**src/rtl/accel_seq_ctrl.sv**
```systemverilog
// Tile sequencer for the systolic accelerator: steps each tile through
// LOAD_W, LOAD_IN, WAIT, CAPTURE and READOUT and drives every buffer/PE/activation enable.
module accel_seq_ctrl #(
    parameter int ARRAY_H   = 8,
    parameter int ARRAY_W   = 8,
    parameter int DSP_DELAY = 1,
    parameter int TILE_W    = 8,
    localparam int ROW_W    = (ARRAY_H > 1) ? $clog2(ARRAY_H) : 1
) (
    input  logic              clk,
    input  logic              rst,
    input  logic              start,
    input  logic              abort,
    input  logic [TILE_W-1:0] num_tiles,
    input  logic [1:0]        act_mode,
    output logic              busy,
    output logic              done,
    output logic [TILE_W-1:0] tile_idx,
    output logic [ROW_W-1:0]  row_idx,
    output logic              weight_buffer_load_en,
    output logic              weight_buffer_out_en,
    output logic              write_weight_en,
    output logic              input_buffer_load_en,
    output logic              input_buffer_out_en,
    output logic              output_buffer_load_en,
    output logic              output_buffer_out_en,
    output logic              relu_en,
    output logic              softmax_en
);

    localparam int LEN_LW  = ARRAY_H;
    localparam int LEN_LI  = ARRAY_H;
    localparam int LEN_WT  = DSP_DELAY * ARRAY_W;
    localparam int LEN_CP  = DSP_DELAY * (ARRAY_H - 1) + ARRAY_H;
    localparam int LEN_RO  = ARRAY_H;
    localparam int MAX_LEN = (LEN_CP > LEN_WT) ? LEN_CP : LEN_WT;
    localparam int CNT_W   = $clog2(MAX_LEN + 1);

    typedef enum logic [2:0] {
        S_IDLE, S_LOAD_W, S_LOAD_IN, S_WAIT, S_CAPTURE, S_READOUT, S_DONE
    } state_t;

    state_t            r_state, w_state_nxt;
    logic [CNT_W-1:0]  r_cnt, w_cnt_nxt;
    logic [TILE_W-1:0] r_tile, w_tile_nxt;
    logic [TILE_W-1:0] r_num, w_num_nxt;
    logic [1:0]        r_mode, w_mode_nxt;
    logic [CNT_W-1:0]  w_last_cnt;
    logic [TILE_W:0]   w_tile_inc;

    logic              r_busy, w_busy;
    logic              r_done, w_done;
    logic [TILE_W-1:0] r_tile_o, w_tile_o;
    logic [ROW_W-1:0]  r_row, w_row;
    logic [8:0]        r_en, w_en;

    // State register; outputs are captured here too so every enable leaves a flop.
    always_ff @(posedge clk) begin
        if (rst) begin
            r_state  <= S_IDLE;
            r_cnt    <= '0;
            r_tile   <= '0;
            r_num    <= '0;
            r_mode   <= '0;
            r_busy   <= 1'b0;
            r_done   <= 1'b0;
            r_tile_o <= '0;
            r_row    <= '0;
            r_en     <= '0;
        end else begin
            // NOTE: non-blocking everywhere in clocked logic so all flops update from pre-edge values.
            r_state  <= w_state_nxt;
            r_cnt    <= w_cnt_nxt;
            r_tile   <= w_tile_nxt;
            r_num    <= w_num_nxt;
            r_mode   <= w_mode_nxt;
            r_busy   <= w_busy;
            r_done   <= w_done;
            r_tile_o <= w_tile_o;
            r_row    <= w_row;
            r_en     <= w_en;
        end
    end

    always_comb begin
        // NOTE: every comb output gets a default first, so no path can infer a latch.
        w_state_nxt = r_state;
        w_cnt_nxt   = r_cnt + CNT_W'(1);
        w_tile_nxt  = r_tile;
        w_num_nxt   = r_num;
        w_mode_nxt  = r_mode;
        w_tile_inc  = {1'b0, r_tile} + {{TILE_W{1'b0}}, 1'b1};
        case (r_state)
            S_LOAD_W:  w_last_cnt = CNT_W'(LEN_LW - 1);
            S_LOAD_IN: w_last_cnt = CNT_W'(LEN_LI - 1);
            S_WAIT:    w_last_cnt = CNT_W'(LEN_WT - 1);
            S_CAPTURE: w_last_cnt = CNT_W'(LEN_CP - 1);
            S_READOUT: w_last_cnt = CNT_W'(LEN_RO - 1);
            default:   w_last_cnt = '0;
        endcase

        case (r_state)
            S_IDLE: begin
                w_cnt_nxt  = '0;
                w_tile_nxt = '0;
                if (start && !abort) begin
                    w_num_nxt   = num_tiles;
                    w_mode_nxt  = act_mode;
                    w_state_nxt = (num_tiles == '0) ? S_DONE : S_LOAD_W;
                end
            end
            S_DONE: begin
                w_cnt_nxt   = '0;
                w_state_nxt = S_IDLE;
            end
            default: begin
                if (r_cnt == w_last_cnt) begin
                    w_cnt_nxt = '0;
                    case (r_state)
                        S_LOAD_W:  w_state_nxt = S_LOAD_IN;
                        S_LOAD_IN: w_state_nxt = S_WAIT;
                        S_WAIT:    w_state_nxt = S_CAPTURE;
                        S_CAPTURE: w_state_nxt = S_READOUT;
                        default: begin
                            if (w_tile_inc < {1'b0, r_num}) begin
                                w_tile_nxt  = w_tile_inc[TILE_W-1:0];
                                w_state_nxt = S_LOAD_W;
                            end else begin
                                w_tile_nxt  = '0;
                                w_state_nxt = S_DONE;
                            end
                        end
                    endcase
                end
            end
        endcase

        // Abort overrides everything outside IDLE; no done pulse is produced.
        if (abort && r_state != S_IDLE) begin
            w_state_nxt = S_IDLE;
            w_cnt_nxt   = '0;
            w_tile_nxt  = '0;
        end
    end

    // Outputs decoded from the next state so the registered copy lines up with that state.
    always_comb begin
        w_busy   = 1'b0;
        w_done   = 1'b0;
        w_tile_o = '0;
        w_row    = '0;
        w_en     = '0;
        case (w_state_nxt)
            S_LOAD_W: begin
                w_en[8] = 1'b1;
                w_row   = w_cnt_nxt[ROW_W-1:0];
            end
            S_LOAD_IN: begin
                w_en[7] = 1'b1;
                w_en[6] = 1'b1;
                w_en[5] = 1'b1;
                w_row   = w_cnt_nxt[ROW_W-1:0];
            end
            S_WAIT:    w_en[4] = 1'b1;
            S_CAPTURE: begin
                w_en[4] = 1'b1;
                w_en[3] = 1'b1;
            end
            S_READOUT: begin
                w_en[2] = 1'b1;
                w_en[1] = (w_mode_nxt == 2'b01);
                w_en[0] = (w_mode_nxt == 2'b10);
            end
            S_DONE:  w_done = 1'b1;
            default: w_busy = 1'b0;
        endcase
        if (w_state_nxt != S_IDLE && w_state_nxt != S_DONE) begin
            w_busy   = 1'b1;
            w_tile_o = w_tile_nxt;
        end
    end

    assign busy                  = r_busy;
    assign done                  = r_done;
    assign tile_idx              = r_tile_o;
    assign row_idx               = r_row;
    assign weight_buffer_load_en = r_en[8];
    assign input_buffer_load_en  = r_en[7];
    assign write_weight_en       = r_en[6];
    assign weight_buffer_out_en  = r_en[5];
    assign input_buffer_out_en   = r_en[4];
    assign output_buffer_load_en = r_en[3];
    assign output_buffer_out_en  = r_en[2];
    assign relu_en               = r_en[1];
    assign softmax_en            = r_en[0];

endmodule

```
**config.mk**
```make
export PLATFORM = sky130hd
export DESIGN_NAME = accel_seq_ctrl
export DESIGN_NICKNAME = d
export VERILOG_FILES = /design/src/rtl/accel_seq_ctrl.sv
export SDC_FILE = /design/constraint.sdc
export NUM_CORES = 1
export LEC_CHECK = 0
export ABC_AREA = 1
export CORE_UTILIZATION = 45
export DETAILED_ROUTE_END_ITERATION = 7
export PLACE_DENSITY = 0.72
export SYNTH_ARGS = -nofsm -noshare
export SYNTH_HDL_FRONTEND = slang
export SYNTH_SLANG_ARGS = --single-unit
```
**constraint.sdc**
```tcl
create_clock -name clk -period 5.75 [get_ports clk]
set_input_delay 1.15 -clock clk [delete_from_list [all_inputs] [get_ports clk]]
set_output_delay 1.15 -clock clk [all_outputs]
set_load 0.01 [all_outputs]
```
* After elaboration in Yosys (flattened, before gate mapping)
Cells that the tools add are included.
** Storage, ports and cells
- Output and inout port bits :: 22
- Input port bits :: 14
- Register bits :: 47
** Cells by class
- Bitwise operators :: 3
- $add $sub $neg :: 2
- Mux-type cells :: 25
- Reduce and logical (&&, ||, !) cells :: 18
- Equal/unequal tests :: 16
- Order comparisons :: 1
** Operators by type and width (count)
- $mux W8 :: 4
- $mux W3 :: 10
- $eq A3 B3 Y1 const B :: 6
- $pmux W8 S2 :: 1
- $eq A3 B2 Y1 const B :: 4
- $pmux W3 S4 :: 1
- $reduce_or A2 Y1 :: 6
- $add A8 B1 Y9 const B :: 1
- $lt A9 B8 Y1 :: 1
- $logic_not A8 Y1 :: 1
- $pmux W4 S2 :: 1
- $reduce_or A4 Y1 :: 2
- $eq A3 B1 Y1 const B :: 2
- $pmux W3 S2 :: 1
- $reduce_bool A3 Y1 :: 2
- $mux W1 :: 5
- $reduce_or A5 Y1 :: 1
- $add A4 B1 Y4 const B :: 1
- $eq A4 B4 Y1 :: 1
- $mux W2 :: 2
- $logic_and A1 B1 Y1 :: 3
- $logic_not A3 Y1 :: 1
- $ne A3 B3 Y1 const B :: 1
- $not A1 Y1 :: 3
- 4 further kinds :: 4

* Logic depth before layout (Yosys ltp)
- Depth in word-level cells :: 11
- Gate-level depth with buffers :: 20

* Worst setup path after synthesis
OpenSTA, ideal clock, no wires.
- Kind :: reg-to-reg
- Start point :: register r_tile[0]
- End point :: register r_row[0], in the netlist row_idx[0]
- Setup slack :: 3.331 ns
- Data required time :: 5.630 ns
- Setup time :: 0.120 ns
- Data arrival time :: 2.299 ns
- Stages on the path, launching flop included :: 20
- Cells stage by stage :: dfxtp_1 ha_1 nand3_1 nor3_1 xor2_1 ha_1 nand2_1 nand2_1 nand2_1 nand2_1 nor2_1 nand2_1 nand2_1 nand2_1 nand2_1 nand2_1 nand2_1 inv_1 nand2_1 a21oi_1
** Between the ends
- Longest elaborated chain between the ends :: 11
- Elaborated cells between the ends (all ways) :: 12
** Ends and longest elaborated chain
- start, declared :: line 45 : logic [TILE_W-1:0] r_tile, w_tile_nxt;
- start signal, assigned :: line 74 : r_tile <= w_tile_nxt;
- $add A8 B1 Y9 (*) :: line 92 : w_tile_inc = {1'b0, r_tile} + {{TILE_W{1'b0}}, 1'b1};
- $lt A9 B8 Y1 (*) :: line 125 : if (w_tile_inc < {1'b0, r_num}) begin
- $mux W3 (*) :: line 125
- $pmux W3 S4 (*) :: line 119 : case (r_state)
- $mux W3 (*) :: line 117 : if (r_cnt == w_last_cnt) begin
- $pmux W3 S2 (*) :: line 102 : case (r_state)
- $mux W3 (*) :: line 139 : if (abort && r_state != S_IDLE) begin
- $eq A3 B2 Y1 or $eq A3 B1 Y1 (tied branches) :: line 153 : case (w_state_nxt)
- $reduce_or A2 Y1 (no line) (*)
- $not A1 Y1 (no line) (*)
- $reduce_or A2 Y1 (no line) (*)
- end signal, assigned :: line 80 : r_row <= w_row;
- end, declared :: line 54 : logic [ROW_W-1:0] r_row, w_row;
Every way passes the cells marked *; elsewhere a longest branch is shown, timed or not.
A chain may end at the register's enable or synchronous reset.

* Worst setup path after layout
- Start point :: register r_tile[0]
- End point :: register r_tile_o[1], in the netlist tile_idx[1]
** Between the ends
- Longest elaborated chain between the ends :: 11
- Elaborated cells between the ends (all ways) :: 17
** Ends and longest elaborated chain
- $add A8 B1 Y9 (*) :: line 92
- $lt A9 B8 Y1 :: line 125
- $mux W3 :: line 125
- $pmux W3 S4 :: line 119
- $mux W3 :: line 117
- $pmux W3 S2 :: line 102
- $mux W3 :: line 139
- $ne A3 B3 Y1 or $reduce_bool A3 Y1 (tied branches) :: line 177 : if (w_state_nxt != S_IDLE && w_state_nxt != S_DONE) begin
- $logic_and A1 B1 Y1 :: line 177
- $not A1 Y1 (no line)
- $reduce_or A2 Y1 (no line)
- end signal, assigned :: line 79 : r_tile_o <= w_tile_o;
- end, declared :: line 53 : logic [TILE_W-1:0] r_tile_o, w_tile_o;
Marks and branches as above.

==> impl_metrics.csv <==
group,metric,value,unit
outcome,outcome,"completed",
worst_setup_path,critPathTopFamily,"simple AND/OR/NAND/NOR gates",
synthesis,synth.largest_area_cell,"dfxtp_1",
route,vias,2014,
global_routing,grt.total_usage,19.9,%
clock_network,htreeDepth,2,
worst_setup_path,rr_worst_depth,19,
worst_setup_path,cp_cell_sequence,"ha_1 -> nand3_1 -> nor3_1 -> xor2_1 -> ha_1 -> nand2_1 -> nand2_1 -> nand2_1 -> nand2_1 -> nor2_1 -> nand2_1 -> nand2_1 -> nand2_1 -> nand2_1 -> nand2_2 -> inv_1 -> nand2_1 -> nand2_2 -> a21oi_1",
global_routing,first_global_vias,1850,
cells_and_area,final_nets,366,
timing,finalCritPeriodShare,52.6,%
synthesis,synth-seq-cells,45,
worst_setup_path,critical_path_arrival,3.20,ns
timing,max_freq,0.331,GHz
floorplanning,io_pins,36,
timing,period_minus_slack,3.02,ns
timing,final.setup_skew,0.00420,ns
route,first_pass_iters,4,
worst_setup_path,crit_path_max_incr_delay,0.44,ns
clock_network,clock_sinks,45,
synthesis,yosysWarnings,0,
timing,rsz0062_at_grt,"false",
timing,hold_violations,0,
worst_setup_path,critPathMaxFanout,9,
clock_network,root_buffer,"clkbuf_8",
floorplanning,core,4720,um^2
synthesis,synth_area_leaders,"dfxtp_1 (41%), nand2_1 (10%), inv_1 (7.2%), nor2_1 (6.3%), a21oi_1 (5.9%)",
clock_network,cts_inserted_buffers,5,
route,ant_nets,0,
floorplanning,dieArea,5170,um^2
cells_and_area,area_delta_synth_final,22.2,%
worst_setup_path,crit_path_frequent_cell,"nand2_1",
timing,drv_slew,0,
placement,place.gp.congestion,0.832,
timing,setup_viol,0,
synthesis,syn_area,2200,um^2
min_path,min_path_type,"flip-flop to flip-flop",
route,routed_wirelength,4730,um
worst_setup_path,end_kind,"flip-flop",
floorplanning,die-height,71.9,um
floorplanning,start_util,46.6,%
power,p_leak,1.18,nW
route,drc,0,
clock_network,cts.path.max_buffers,2,
clock_network,cts_resized,0,
clock_network,hold_buffers,0,
cells_and_area,diodes,0,
clock_network,cts_tree,"yes",
job,cap_violations,0,
placement,port_buffers,35,
placement,dp_hpwl,3540,um
synthesis,yosys.cell_types.count,28,
worst_setup_path,startpoint_type,"flip-flop",
floorplanning,fp-row-count,25,
worst_setup_path,crit_path_end,"tile_idx[1]",
clock_network,clk_pin_slew,0.08,ns
worst_setup_path,cp.depth,19,
worst_setup_path,critPathBufInv,1,
cells_and_area,final_layout_size_suffix_gt1_share,7.29,%
timing,worst_slew_pin_slew,0.761,ns
worst_setup_path,crit_slowest_cell,"dfxtp_1",
clock_network,postCtsSetupRepairBufs,0,
floorplanning,die_x,71.9,um
worst_setup_path,rr_endpoint,"tile_idx[1]",
worst_setup_path,r2r_slack,2.73,ns
route,routedWlPerCell,11.5,um
synthesis,netlist.area_leader.share,40.9,%
power,power_density,300,nW/um^2
timing,slew_headroom,49.1,%
route,viasPerCell,4.91,
timing,worst_slack,2.73,ns
route,drt-initial-drc-count,73,
worst_setup_path,worstPathRequired,5.92,ns
worst_setup_path,criticalPathCategory,"flip-flop to flip-flop",
placement,dp_slack,2.65,ns
timing,setup_tns,0,ns
synthesis,ys_seq_area_share,40.9,%
clock_network,clk_latency,0.29,ns
worst_setup_path,reg2reg_from,"r_tile[0]",
global_routing,grt_pass1_wl,7980,um
global_routing,antenna_found_initial,0,
worst_setup_path,crit_start,"r_tile[0]",
synthesis,syn_inst,307,
global_routing,overflow,0,
synthesis,synth_nets,330,
synthesis,syn_avg_cell_area,7.17,um^2
global_routing,grt_max_degree,19,
power,ir_worst_vdd,0.151,mV
## worst reg2reg max path: cells and delay by family, from the launching register on
kind / cells / cell delay (ns)
AO/OA/AOI/OAI: 1 / 0.09
XOR/XNOR: 1 / 0.29
adder cells (fa/ha/maj): 2 / 0.53
buffers and inverters: 1 / 0.08
flip-flops: 1 / 0.44
AND/OR/NAND/NOR: 14 / 1.48
## Yosys cell counts (all sizes together)
| cell type | count |
|---|---|
| nand2 | 67 |
| clkbuf | 3 |
| xor2 | 8 |
| dfxtp | 45 |
| o21ai | 22 |
| nand4 | 7 |
| nor2 | 40 |
| mux2i | 1 |
| or2 | 1 |
| nor3 | 3 |
| a21oi | 27 |
| nor4 | 1 |
| and3 | 1 |
| ha | 9 |
| nand3 | 24 |
| inv | 45 |
| buf | 3 |
## flip-flops by register name, indices dropped and copies added, names as in the netlist
signal / cells
r_cnt: 4
r_mode: 2
tile_idx: 8
row_idx: 3
busy: 1
r_state: 3
done: 1
r_en: 7
r_tile: 8
r_num: 8
## layout by cell type, fill, tap and decap left out, drive strengths merged
master / count
xor2: 8
mux2i: 1
nor2: 40
nor4: 1
or2: 1
a21oi: 27
clkbuf: 7
nand4: 7
nor3: 3
clkdlybuf4s50: 35
and3: 1
dfxtp: 45
nand3: 24
nand2: 67
inv: 45
ha: 9
o21ai: 22
## final cells by class
| type | instances | area, um^2 |
|---|---|---|
| Inverter | 45 | 169 |
| Multi-Input combinational cell | 211 | 1100 |
| Timing Repair Buffer | 35 | 350 |
| Clock buffer | 7 | 86.3 |
| Sequential cell | 45 | 901 |
| Fill cell | 452 | 2030 |
| Tap cell | 67 | 83.8 |
## how the worst min path moves through the flow
stage	startpoint	to	slack, ns	depth (start not counted)
final	r_num[5]	r_num[5]	0.47	2
after global placement	r_num[5]	r_num[5]	0.45	2
after detailed placement	r_num[5]	r_num[5]	0.46	2
after floorplan	r_cnt[0]	r_cnt[0]	0.43	1
after global routing	r_num[5]	r_num[5]	0.50	2
after CTS	r_num[5]	r_num[5]	0.47	2
## cells by family (layout without fill, tap and decap cells)
| kind of cell | count (synthesis) | in the layout | share of synthesized area [%] |
|---|---|---|---|
| AO/OA/AOI/OAI | 49 | 49 | 11.3 |
| XOR/XNOR | 8 | 8 | 3.18 |
| adder cells (fa/ha/maj) | 9 | 9 | 5.12 |
| buffers and inverters | 51 | 87 | 9.10 |
| flip-flops | 45 | 45 | 40.9 |
| multiplexers | 1 | 1 | 0.455 |
| AND/OR/NAND/NOR | 144 | 144 | 29.9 |
## report_power, final
part,switching (mW),internal (mW)
clock,0.0971,0.0954
sequential,0.0162,0.335
combinational,0.172,0.0921
## per-layer routing
layer	up-vias	track usage (%)	part of all wire, %	wire, um
li1	1055	-	-	-
met1	897	24.0	47	2220
met2	54	34.3	47	2220
met3	8	3.75	4.3	201
met4	0	9.37	1.9	90
met5	-	0	0	0
## per-stage QoR
stage               hold WS (ns)  instances  total power, mW  cell area, um^2  util, %
global route               0.495        410            0.864             2690     57.0
finish                     0.468        410            0.808             2690     57.0
CTS                        0.471        410            0.816             2690     57.0
floorplan                  0.430        307            0.547             2200        -
detailed placement         0.460        403            0.621             2600     55.1
global placement           0.454        403            0.616             2600     55.1
Power figures use the tool's default switching activity.
==> RTL change 1, RTL diff (config.mk and constraints unchanged) <==
Re-encode `state_t` (7 states) as Gray code, 3 bits wide.
--- a/src/rtl/accel_seq_ctrl.sv
+++ b/src/rtl/accel_seq_ctrl.sv
@@ -37,7 +37,7 @@
     localparam int CNT_W   = $clog2(MAX_LEN + 1);
 
     typedef enum logic [2:0] {
-        S_IDLE, S_LOAD_W, S_LOAD_IN, S_WAIT, S_CAPTURE, S_READOUT, S_DONE
+        S_IDLE = 3'b000, S_LOAD_W = 3'b001, S_LOAD_IN = 3'b011, S_WAIT = 3'b010, S_CAPTURE = 3'b110, S_READOUT = 3'b111, S_DONE = 3'b101
     } state_t;
 
     state_t            r_state, w_state_nxt;
Function: same outputs for any inputs over 10 cycles, from zero or initial values and one cycle with rst high; not proved beyond that.
==> RTL change 1 against the original RTL <==
The flow now finishes with violations (design-rule violations); sequential cell count unchanged; cell area down 1.7%; die area down 1.6%; area after synthesis down 1.6%; via count down 5.9%; global-route usage up 0.065 points; worst setup slack better by 270 ps; count of clock-buffer cells in the layout down 2; worst hold slack worse by 1.8 ps; routed wire length up 0.34%; critical endpoint is now busy; largest cell class unchanged.
Power is not compared: it rests on default switching activity, and its combinational part moved more than twofold at a synthesized area within 25%.
==> RTL change 1: results (changes against the original RTL) <==
metric,value,unit,change
outcome,"finished, violations left",,
failed_checks,design-rule violations,,
dpl_cell_area,2550,um2,-2.1%
syn_nets,305,,-7.6%
dp_slack,2700,ps,+56.7 ps
drive_gt1_frac,0.109,,+0.0365
yosysSeqAreaShare,0.416,,+0.00686
fin_skew,11.9,ps,+7.74 ps
crit_fanout,19,,+10
grtUsageMet1,0.280,,+0.0401
grt_pass1_vias,1771,,-4.3%
met3_usage,0.0492,,+0.0117
firstDrtPassIters,6,,+2
synth_xor_area_frac,0.0283,,-0.00351
critical_path.max_stage_delay,420,ps,-20 ps
wl_per_cell,12.7,um,+11%
tightest_slew,569,ps,-192 ps
gp_congestion,0.850,,+2.1%
synth_area_leaders,"dfxtp_1, inv_1, nand2_1",,
synth_fa_ha_area_frac,0.0520,,+0.000858
drt_iter0_markers,126,,+73%
synth_top_area_share,0.416,,+0.00686
slowest_stage,clkdlybuf4s50_1,,
yosysWarningCount,0,,unchanged
nFillCells,392,,-13%
grt_pass1_wl,7950,um,-0.44%
worstPathArrival,2980,ps,-220 ps
num-nets-final,342,,-6.6%
ir_drop,0.356,mV,
track_usage,0.200,,+0.000646
grt_max_degree,20,,+1
yosysUniqueCellTypes,29,,+3.6%
portBuffers,35,,unchanged
synth_compound_gate_area_share,0.124,,+0.0106
met2_usage,0.301,,-0.0422
synthMuxAreaShare,0.00462,,+0.0000762
drc,1,,+1
place_hpwl,3550,um,about the same
num_vias,1896,,-5.9%
cts_root_buf,clkbuf_8,,
-- RTL change 1: area by class of cell --
class                   count  share of cell area
multi-input cells         185               0.400
flip-flops and latches     45               0.341
repair buffers             35               0.132
inverters                  47              0.0667
clock buffers               5              0.0260
well taps                  52              0.0246
clock inverters             3             0.00993
-- RTL change 1: metrics by stage --
stage	cells	utilization	hold slack (ps)
after floorplan	282	-	435
after global placement	364	0.570	454
after global routing	372	0.591	496
after CTS	372	0.591	470
final	372	0.591	466
after detailed placement	364	0.570	456
-- RTL change 1: final timing paths --
| path | endpoint | slack [ps] | start | depth (start not counted) |
|---|---|---|---|---|
| min | r_num[6] | 470 | r_num[6] | 2 |
| max | busy | 2990 | abort | 8 |
| max reg2reg | busy | 3110 | r_tile[2] | 16 |
| min reg2reg | r_num[6] | 470 | r_num[6] | 2 |
-- RTL change 1: worst reg2reg max path, cell delays in order, from the launching register on --
cell and delay (ps):
dfxtp_1 380, inv_1 70, nor3_1 310, nand3_1 190, xor2_1 200, inv_1 60, ha_1 270, nand2_1 50
inv_1 40, nand2_1 40, nand2_1 50, nand2_1 150, nand2_4 150, nand2_2 80, nand2_4 110, nand3_2 200
a21oi_1 210
-- RTL change 1: routing by layer --
metal | up-vias | part of all wire
met3 | 2 | 0.069
li1 | 985 | -
met5 | - | 0
met2 | 70 | 0.43
met4 | 0 | 0.0080
met1 | 839 | 0.49
-- RTL change 1: power groups by stage --
stage	Sequential, W	Combinational, W	Clock [W]
finish	0.000411	0.000694	0.000206
global route	0.000419	0.000768	0.000225
CTS	0.000411	0.000691	0.000212
detailed placement	0.000417	0.000688	0
global placement	0.000418	0.000678	0
floorplan	0.000421	0.000504	0
==> RTL change 2, RTL diff (same flow settings) <==
Made on the original files. The parameter `TILE_W` goes from 8 to 7.
--- a/src/rtl/accel_seq_ctrl.sv
+++ b/src/rtl/accel_seq_ctrl.sv
@@ -4,7 +4,7 @@
     parameter int ARRAY_H   = 8,
     parameter int ARRAY_W   = 8,
     parameter int DSP_DELAY = 1,
-    parameter int TILE_W    = 8,
+    parameter int TILE_W    = 7,
     localparam int ROW_W    = (ARRAY_H > 1) ? $clog2(ARRAY_H) : 1
 ) (
     input  logic              clk,
Interface: changed (resized num_tiles and tile_idx); port bits go from 36 to 34. The function was not compared with the original's and may differ.
==> RTL change 2 against the original RTL <==
Routed wire length decreased by 4.9%; register-to-register slack improved by 380 ps; highest routed layer unchanged; via count decreased by 8.6%; area after synthesis decreased by 4.3%; cell area decreased by 4.4%; sequential cell count decreased by 3; worst setup slack improved by 85 ps.
Power is not compared: it rests on default switching activity, and its combinational part moved more than twofold at a synthesized area within 25%.
==> RTL change 2: results (changes against the original RTL) <==
metric,value,unit,change
async_reset_ff_frac,0,,unchanged
drive_gt1_frac,0.131,,+0.0586
cts_inserted_buffers,5,,unchanged
insertion_delay,290,ps,about the same
track_usage,0.197,,-0.00197
num-nets-final,347,,-5.2%
yosysWarningCount,0,,unchanged
yosysUniqueCellTypes,25,,-11%
hp-start,r_num[4],,
nFillCells,425,,-6.0%
syn_nets,312,,-5.5%
cts_resized,0,,unchanged
hold_end,r_num[4],,
grt_pass1_wl,7560,um,-5.4%
r2r_cells,18,,-1
yosysSeqAreaShare,0.399,,-0.0103
worstPathArrival,3170,ps,-30 ps
drt_iter0_markers,82,,+12%
hp-class,flop to flop,,
r2r_end,tile_idx[1],,
gp_congestion,0.901,,+8.3%
place_hpwl,3480,um,-1.8%
num_antenna_cells,0,,unchanged
post-cts-setup-buffers,0,,unchanged
htreeDepth,2,,unchanged
power_leakage,1.15,nW,
portBuffers,33,,-5.7%
outcome,"finished, final reports clean",,
fin_skew,2.97,ps,-1.23 ps
crit_fanout,12,,+3
routed_wl,4500,um,-4.9%
grt_pass1_vias,1686,,-8.9%
cts_root_buf,clkbuf_8,,
antenna_found_initial,0,,unchanged
synth_area_leaders,"dfxtp_1, nand2_1, inv_1",,
whs_path_depth,2,,unchanged
fin_hold_ws,465,ps,-2.36 ps
vias_per_cell,4.85,,-1.2%
reg2reg_slack,3110,ps,+380 ps
slew_headroom,0.520,,+0.0281
ys.flop_type,dfxtp_1,,
grt_max_degree,18,,-1
synthTopCellsByCount,"nand2_1, inv_1, dfxtp_1",,
-- RTL change 2: logic make-up after synthesis --
logic type	count (synthesis)	share of synthesized area
and+or+nand+nor	131	0.294
buffers and inverters	54	0.0998
AOI/OAI and AO/OA	51	0.138
DFF	42	0.399
adders and majority gates	8	0.0475
xor gates and xnor gates	4	0.0166
muxes	1	0.00475
-- RTL change 2: metrics by stage --
| stage | cell area, um2 | std cells | setup slack (ps) |
|---|---|---|---|
| finish | 2570 | 379 | 2810 |
| global route | 2570 | 379 | 2560 |
| CTS | 2570 | 379 | 2810 |
| detailed placement | 2480 | 371 | 2500 |
| global placement | 2480 | 371 | 2550 |
| floorplan | 2110 | 291 | 3460 |
-- RTL change 2: layout make-up --
type	count	area share
Inverter	49	0.0715
Sequential cell	42	0.327
Multi-Input combinational cell	195	0.411
Clock buffer	6	0.0321
Timing Repair Buffer	33	0.128
Tap cell	52	0.0253
Clock inverter	2	0.00487
-- RTL change 2: worst max-delay path by stage --
stage,to,depth (start not counted),from
2_1_floorplan,tile_idx[1],16,r_tile[0]
3_3_place_gp,r_en[0],12,abort
3_5_place_dp,r_en[0],12,abort
4_1_cts,r_en[0],12,abort
5_1_grt,r_en[0],12,abort
6_report,r_en[0],12,abort
-- RTL change 2: critical path, cell delays in order --
cell and delay (ps):
clkdlybuf4s50_1 420, inv_1 80, nand2_1 60, nor2_2 350
inv_1 220, nor2_1 180, nor2_1 50, nor2_1 110
nand2_2 110, nor2_1 170, nand2_1 150, nor3_2 120
-- RTL change 2: routing by layer --
layer,up-vias,GRT usage,share of wire,wire (um)
met1,813,0.265,0.50,2270
li1,987,-,-,-
met2,33,0.294,0.44,1970
met5,-,0,0,0
met4,0,0.0867,0.020,91
met3,7,0.0519,0.037,167
-- RTL change 2: report_power, final --
group | switching, W | leakage (nW) | total (W) | internal (W)
Clock | 0.000104 | 0.0472 | 0.000200 | 0.0000965
Combinational | 0.000483 | 0.759 | 0.000735 | 0.000253
Sequential | 0.0000362 | 0.341 | 0.000386 | 0.000350
